[src/rtl/serial_pkg.sv]
// serial_pkg: constants shared by the serial receive (serial_deser) and
// transmit-side shifter blocks.
//   DIR_MSB_FIRST / DIR_LSB_FIRST : bit-order encodings of the dir port
//   SER_WIDTH                     : default serial word width
package serial_pkg;

   localparam logic DIR_MSB_FIRST = 1'b0;
   localparam logic DIR_LSB_FIRST = 1'b1;

   localparam int SER_WIDTH = 8;

endpackage

[src/rtl/serial_deser.sv]
// serial_deser: serial-to-parallel receiver with a single-entry
// valid/ready output buffer.
//
// Ports:
//   clk      in   rising-edge clock
//   reset    in   synchronous active-high reset
//   en       in   bit strobe; sd sampled on edges where en=1
//   dir      in   bit order (0 MSB first, 1 LSB first), latched at frame start
//   sd       in   serial data
//   clr      in   synchronous frame abort; also clears overrun
//   q        out  received word (output buffer)
//   q_valid  out  q holds an unconsumed word
//   q_ready  in   consumer accepts q when q_valid=1
//   overrun  out  sticky: a completed word was dropped
//   bit_cnt  out  bits received in the current frame
module serial_deser
   import serial_pkg::*;
#(
   parameter  int WIDTH = SER_WIDTH,
   localparam int CNT_W = $clog2(WIDTH)
) (
   input  logic             clk,
   input  logic             reset,
   input  logic             en,
   input  logic             dir,
   input  logic             sd,
   input  logic             clr,
   output logic [WIDTH-1:0] q,
   output logic             q_valid,
   input  logic             q_ready,
   output logic             overrun,
   output logic [CNT_W-1:0] bit_cnt
);

   localparam logic [CNT_W-1:0] CNT_LAST = CNT_W'(WIDTH - 1);

   logic [WIDTH-1:0] sr_reg;
   logic [CNT_W-1:0] cnt_reg;
   logic             dir_l_reg;
   logic [WIDTH-1:0] q_reg;
   logic             q_valid_reg;
   logic             overrun_reg;

   logic             dir_eff;
   logic [WIDTH-1:0] shifted;
   logic             complete;
   logic             buf_free;

   always_comb begin
      // The first bit of a frame must follow the live dir input, since
      // dir_l only captures it on this same edge.
      dir_eff  = (cnt_reg == '0) ? dir : dir_l_reg;
      shifted  = sr_reg;
      if (dir_eff == DIR_LSB_FIRST) begin
         shifted = {sd, sr_reg[WIDTH-1:1]};
      end else begin
         shifted = {sr_reg[WIDTH-2:0], sd};
      end
      complete = en && !clr && (cnt_reg == CNT_LAST);
      // A word being consumed on this edge frees the slot for a new one.
      buf_free = !q_valid_reg || q_ready;
   end

   // Shift register, bit counter and latched order.
   always_ff @(posedge clk) begin
      if (reset) begin
         sr_reg    <= '0;
         cnt_reg   <= '0;
         dir_l_reg <= DIR_MSB_FIRST;
      end else if (clr) begin
         sr_reg  <= '0;
         cnt_reg <= '0;
      end else if (en) begin
         if (cnt_reg == '0) begin
            dir_l_reg <= dir;
         end
         if (cnt_reg == CNT_LAST) begin
            sr_reg  <= '0;
            cnt_reg <= '0;
         end else begin
            sr_reg  <= shifted;
            cnt_reg <= cnt_reg + 1'b1;
         end
      end
   end

   // Single-entry output buffer and sticky overrun flag. A consume is
   // honoured even on a clr edge so a pending word is never stuck.
   always_ff @(posedge clk) begin
      if (reset) begin
         q_reg       <= '0;
         q_valid_reg <= 1'b0;
         overrun_reg <= 1'b0;
      end else begin
         if (clr) begin
            overrun_reg <= 1'b0;
         end
         if (complete) begin
            if (buf_free) begin
               q_reg       <= shifted;
               q_valid_reg <= 1'b1;
            end else begin
               overrun_reg <= 1'b1;
            end
         end else if (q_valid_reg && q_ready) begin
            q_valid_reg <= 1'b0;
         end
      end
   end

   assign q       = q_reg;
   assign q_valid = q_valid_reg;
   assign overrun = overrun_reg;
   assign bit_cnt = cnt_reg;

endmodule

[config.mk]
export PLATFORM = sky130hd
export DESIGN_NAME = serial_deser
export DESIGN_NICKNAME = d
export VERILOG_FILES = /design/src/rtl/serial_pkg.sv /design/src/rtl/serial_deser.sv
export SDC_FILE = /design/constraint.sdc
export NUM_CORES = 1
export LEC_CHECK = 0
export BUFFER_PORTS_ARGS = -buffer_cell sky130_fd_sc_hd__buf_2
export CORE_MARGIN = 1.5
export CORE_UTILIZATION = 45
export CTS_CLUSTER_DIAMETER = 50
export DETAILED_ROUTE_END_ITERATION = 10
export PLACE_DENSITY = 0.7
export SETUP_SLACK_MARGIN = 0.4
export SLEW_MARGIN = 20
export SYNTH_ARGS = -nofsm -noshare
export SYNTH_HDL_FRONTEND = slang
export SYNTH_SLANG_ARGS = --single-unit
[constraint.sdc]
create_clock -name clk -period 1.6 [get_ports clk]
set_clock_uncertainty 0.15 [all_clocks]
set_input_delay 0.4 -clock clk [delete_from_list [all_inputs] [get_ports clk]]
set_output_delay 0.4 -clock clk [all_outputs]
set_load 0.05 [all_outputs]
* Yosys cells after proc, flatten, opt, wreduce, memory -nomap -nowiden
Index checks and enable logic that the tools add are counted.
** Storage, ports and cells
- Bits in registers :: 22
- Bits of input ports :: 7
- Output and inout bits :: 13
- Logic and storage cells :: 32
** Cells by class
- Add/sub/neg operators :: 1
- Equal/unequal tests :: 2
- Mux-type cells :: 10
- Bitwise gates (word level) :: 1
- Reductions and logical operators :: 12
** Operators by type and width (count)
- $mux W8 :: 2
- $mux W1 :: 7
- $reduce_and A2 Y1 :: 3
- $add A3 B1 Y3 const B :: 1
- $eq A3 B3 Y1 const B :: 1
- $logic_and A1 B1 Y1 :: 3
- $logic_not A3 Y1 :: 1
- $mux W3 :: 1
- $logic_not A1 Y1 :: 2
- $ne A2 B1 Y1 const B :: 1
- $reduce_bool A2 Y1 :: 1
- $reduce_or A2 Y1 :: 1
- $logic_or A1 B1 Y1 :: 1
- $not A1 Y1 :: 1

* Logic depth before layout (Yosys ltp)
- Word-level depth :: 5
- Gate-level depth with buffers :: 7
- Gate-level depth less buffers :: 6

* Worst setup path before layout
OpenSTA, ideal clock, no wires.
- Path type :: register to register
- Start point :: register cnt_reg[0] (netlist: bit_cnt[0])
- End point :: register q_reg[1] (netlist: q[1])
- Setup time :: 0.086 ns
- Data arrival time :: 1.835 ns
- Data required time :: 1.364 ns
- Setup slack :: -0.471 ns
- Stages on the path, launching flop included :: 8
- Period minus slack after synthesis :: 2.071 ns
- Cell sequence :: dfxtp_1 -> ha_1 -> ha_1 -> nand3b_1 -> nor2_2 -> buf_2 -> nor2_1 -> a211oi_1
** On the way
- Longest elaborated chain between the ends :: 3
- Elaborated cells on any way between the ends :: 6
** Ends and longest elaborated chain
- start: declaration :: line serial_deser.sv:38 : logic [CNT_W-1:0] cnt_reg;
- start signal: assignment :: line serial_deser.sv:82 : cnt_reg <= cnt_reg + 1'b1;
- $logic_not A3 Y1 / $eq A3 B3 Y1 (equally long branches) :: line serial_deser.sv:52, serial_deser.sv:59
- $mux W1 / $logic_and A1 B1 Y1 (equally long branches)
- $mux W8 / $reduce_and A2 Y1 (equally long branches)
- end signal: assignment :: line serial_deser.sv:100 : q_reg <= shifted;
- end: declaration :: line serial_deser.sv:40 : logic [WIDTH-1:0] q_reg;
Parallel ways exist; a longest one is shown, timed or not.
A chain may end at the register's enable or synchronous reset.

* Worst setup path after layout
- Start point :: register cnt_reg[1] (netlist: bit_cnt[1])
- End point :: register sr_reg[7]
** On the way
- Longest elaborated chain between the ends :: 4
- Elaborated cells on any way between the ends :: 5
** Ends and longest elaborated chain
- $logic_not A3 Y1 :: line serial_deser.sv:52 : dir_eff = (cnt_reg == '0) ? dir : dir_l_reg;
- $mux W1
- $mux W8 :: line serial_deser.sv:54 : if (dir_eff == DIR_LSB_FIRST) begin
- $mux W8 (*) :: line serial_deser.sv:77 : if (cnt_reg == CNT_LAST) begin
- end signal: assignment :: line serial_deser.sv:81 : sr_reg <= shifted;
- end: declaration :: line serial_deser.sv:37 : logic [WIDTH-1:0] sr_reg;
Every way passes the cells marked *; elsewhere a longest branch is shown, timed or not.

==> impl_results.md <==
- First-pass GRT wire length: 3690 um
- Leakage power: 0.591 nW
- Hold_sp: q_ready
- Initial Utilization: 48.1%
- Routed wl met3: 73 um
- EDFF count, synth: 0
- Clk slew on worst S/H paths: 0.12 ns
- Num rows: 16
- Wire length on met2: 1400 um
- CP Class: flip-flop to flip-flop
- Worst-skew pair later-pin latency: 0.31 ns
- DRT Pass-1 Iters: 4
- HP Class: input port to flip-flop
- Routability cong.: 0.786
- Nets: 146
- Power per cell area: 600 nW/um^2
- Top cells by area, synth: dfxtp_1, mux2i_1, o32ai_1
- Maximum buffer depth of the clock tree: 2
- Post-Route WL: 2800 um
- Wire per inst: 17.3 um
- Sequential fraction of the synthesis area: 46.7%
- # port buffers: 19
- Reg-to-reg startpoint: bit_cnt[1]
- Via density: 5.44
- Worst-Margin Slew: 0.358 ns
- Most common cell in the netlist: dfxtp_1
- Top cells by count, synth: dfxtp_1, nor2_1, mux2i_1
- Yosys reg bits: 22
- Post-Layout Inst Area: 1570 um^2
- Yosys Warn Count: 0
- CTS tree: done
- Clock Tree Root: clkbuf_4
- Number of CTS-inserted buffers: 3
- Layout cells sized above 1: 60.7%
- Endpoints failing hold: 0
- Initial antenna violation count: 0
- DP Wirelength: 1370 um
- Die H: 48.8 um
- Crit. Startpoint: bit_cnt[1]
- CP Data Required Time: 1.65 ns
- Failing checks: negative setup slack
- Htree depth: 1
- Crit path launch type: flip-flop
- Final Worst Setup Slack: -0.291 ns
- M1 WL: 1250 um
- Antenna Diode Count: 0
- Number of global-route vias before repair: 801
- Most used DFF post-synth: dfxtp_1
- Core Region: 1960 um^2
- Largest net degree at the start of global routing: 13
- Worst-path fanout max: 8
- Placed Area: 1160 um^2
- Num ports: 20
- Syn_nets: 104
- Mean post-synth cell area: 10.0 um^2
- Cell count after synthesis: 94
- Die Wd: 48.8 um
- Minimum clock period after layout: 1.89 ns
- MaxCap Viol Count: 0
- Post-synth ARST share: 0%
- Worst Setup End Kind: flip-flop
- Total GRT Usage: 20.3%
- Residual DRC: 0
- Slew Viols, Final: 0
- Synthesis-to-layout area growth: 66.8%
- Post-DRT Antenna Nets: 0
- Status: finished with violations
- Die area: 2380 um^2
- RSZ-0062 raised after global routing: true
- CTS Sinks: 22
- Fillers: 94
- Tcrit/Tclk final: 118%
- Yosys top cell area share: 46.7%
- Via count: 882
- Maximum VDD drop: 512 uV
- Peak Freq: 0.529 GHz
- Count of cell types in the netlist: 20
- Cell area after synthesis: 943 um^2
- Normalized max-slew margin: 76.1%
- Sum of negative setup slack: -4.43 ns
- Uppermost layer routed: met4
- Setup violations, final: 18
- Total gr overflow: 0
- Top cell type by total area after synthesis: dfxtp_1
- Cts hold-fix bufs: 0
- WP data arrival: 1.94 ns
- 1st-iter DRT viols: 9
worst max-delay path, cell delays in order (launching register included):
cell and delay, ns:
dfxtp_4 0.39, inv_2 0.04, ha_1 0.15, nor2b_4 0.21, mux2i_4 0.27, buf_12 0.18
mux2i_4 0.28, o32ai_1 0.10
power breakdown:
group	internal, mW	total (mW)	switching (mW)
logic	0.0685	0.136	0.0676
clock network	0.0913	0.256	0.165
registers	0.548	0.553	0.00527
total	0.707	0.945	0.237
per-stage QoR:
| step | hold slack, ns | instances | setup WS, ns | total power [mW] | util (%) |
|---|---|---|---|---|---|
| floorplan | 0.300 | 94 | -0.159 | 0.625 | - |
| global placement | 0.305 | 145 | -0.141 | 0.659 | 58.9 |
| detailed placement | 0.320 | 145 | -0.179 | 0.660 | 58.9 |
| CTS | 0.207 | 153 | -0.174 | 0.924 | 71.5 |
| global route | 0.227 | 162 | -0.352 | 0.982 | 80.2 |
| finish | 0.220 | 162 | -0.291 | 0.945 | 80.2 |
cells by family (layout without fill, tap and decap cells):
logic type | after synthesis | in the layout | synth area share (%)
AND/OR/NAND/NOR | 22 | 22 | 12.5
flip-flops | 22 | 22 | 46.7
adder cells (fa/ha/maj) | 3 | 3 | 3.98
buffers and inverters | 16 | 57 | 6.76
AO/OA/AOI/OAI | 18 | 18 | 15.0
multiplexers | 13 | 13 | 15.1
placed cells by master (no fill, tap or decap), drive strengths merged:
cell type   n
buf        43
or2         1
and3b       1
a211oi      8
dfxtp      22
clkinv      1
nor2b       2
mux2i      13
or3b        1
inv        10
clkbuf      3
nand3b      1
a31oi       1
nor2       15
ha          3
a21oi       1
nand2b      1
o32ai       8
cell type report:
type | count | area, um^2 | area share (%)
multi-input combinational | 56 | 576 | 36.6
clock inverter | 1 | 3.75 | 0.238
inverter | 10 | 37.5 | 2.38
timing repair buffer | 43 | 437 | 27.7
sequential | 22 | 464 | 29.5
clock buffer | 3 | 22.5 | 1.43
tap | 27 | 33.8 | 2.15
what timing repair did:
item                                    in CTS  in global routing
setup buffers                                4                  9
endpoints found under the setup margin      34                 34
gates resized for setup                     59                 19
cloned                                       0                  0
pin swaps                                    1                  5
routing by layer:
metal / up-vias / GRT usage, %
met1: 439 / 27.6
met4: 0 / 8.57
li1: 416 / -
met2: 21 / 32.0
met5: - / 0
met3: 6 / 3.37
path summary, 6_finish.rpt:
path,end,slack [ns],depth (start not counted)
min,q_valid,0.22,3
min reg2reg,q_valid,0.37,2
max reg2reg,sr_reg[7],-0.29,7
max,sr_reg[7],-0.29,7
No activity file was read; power rests on OpenSTA's default activity.
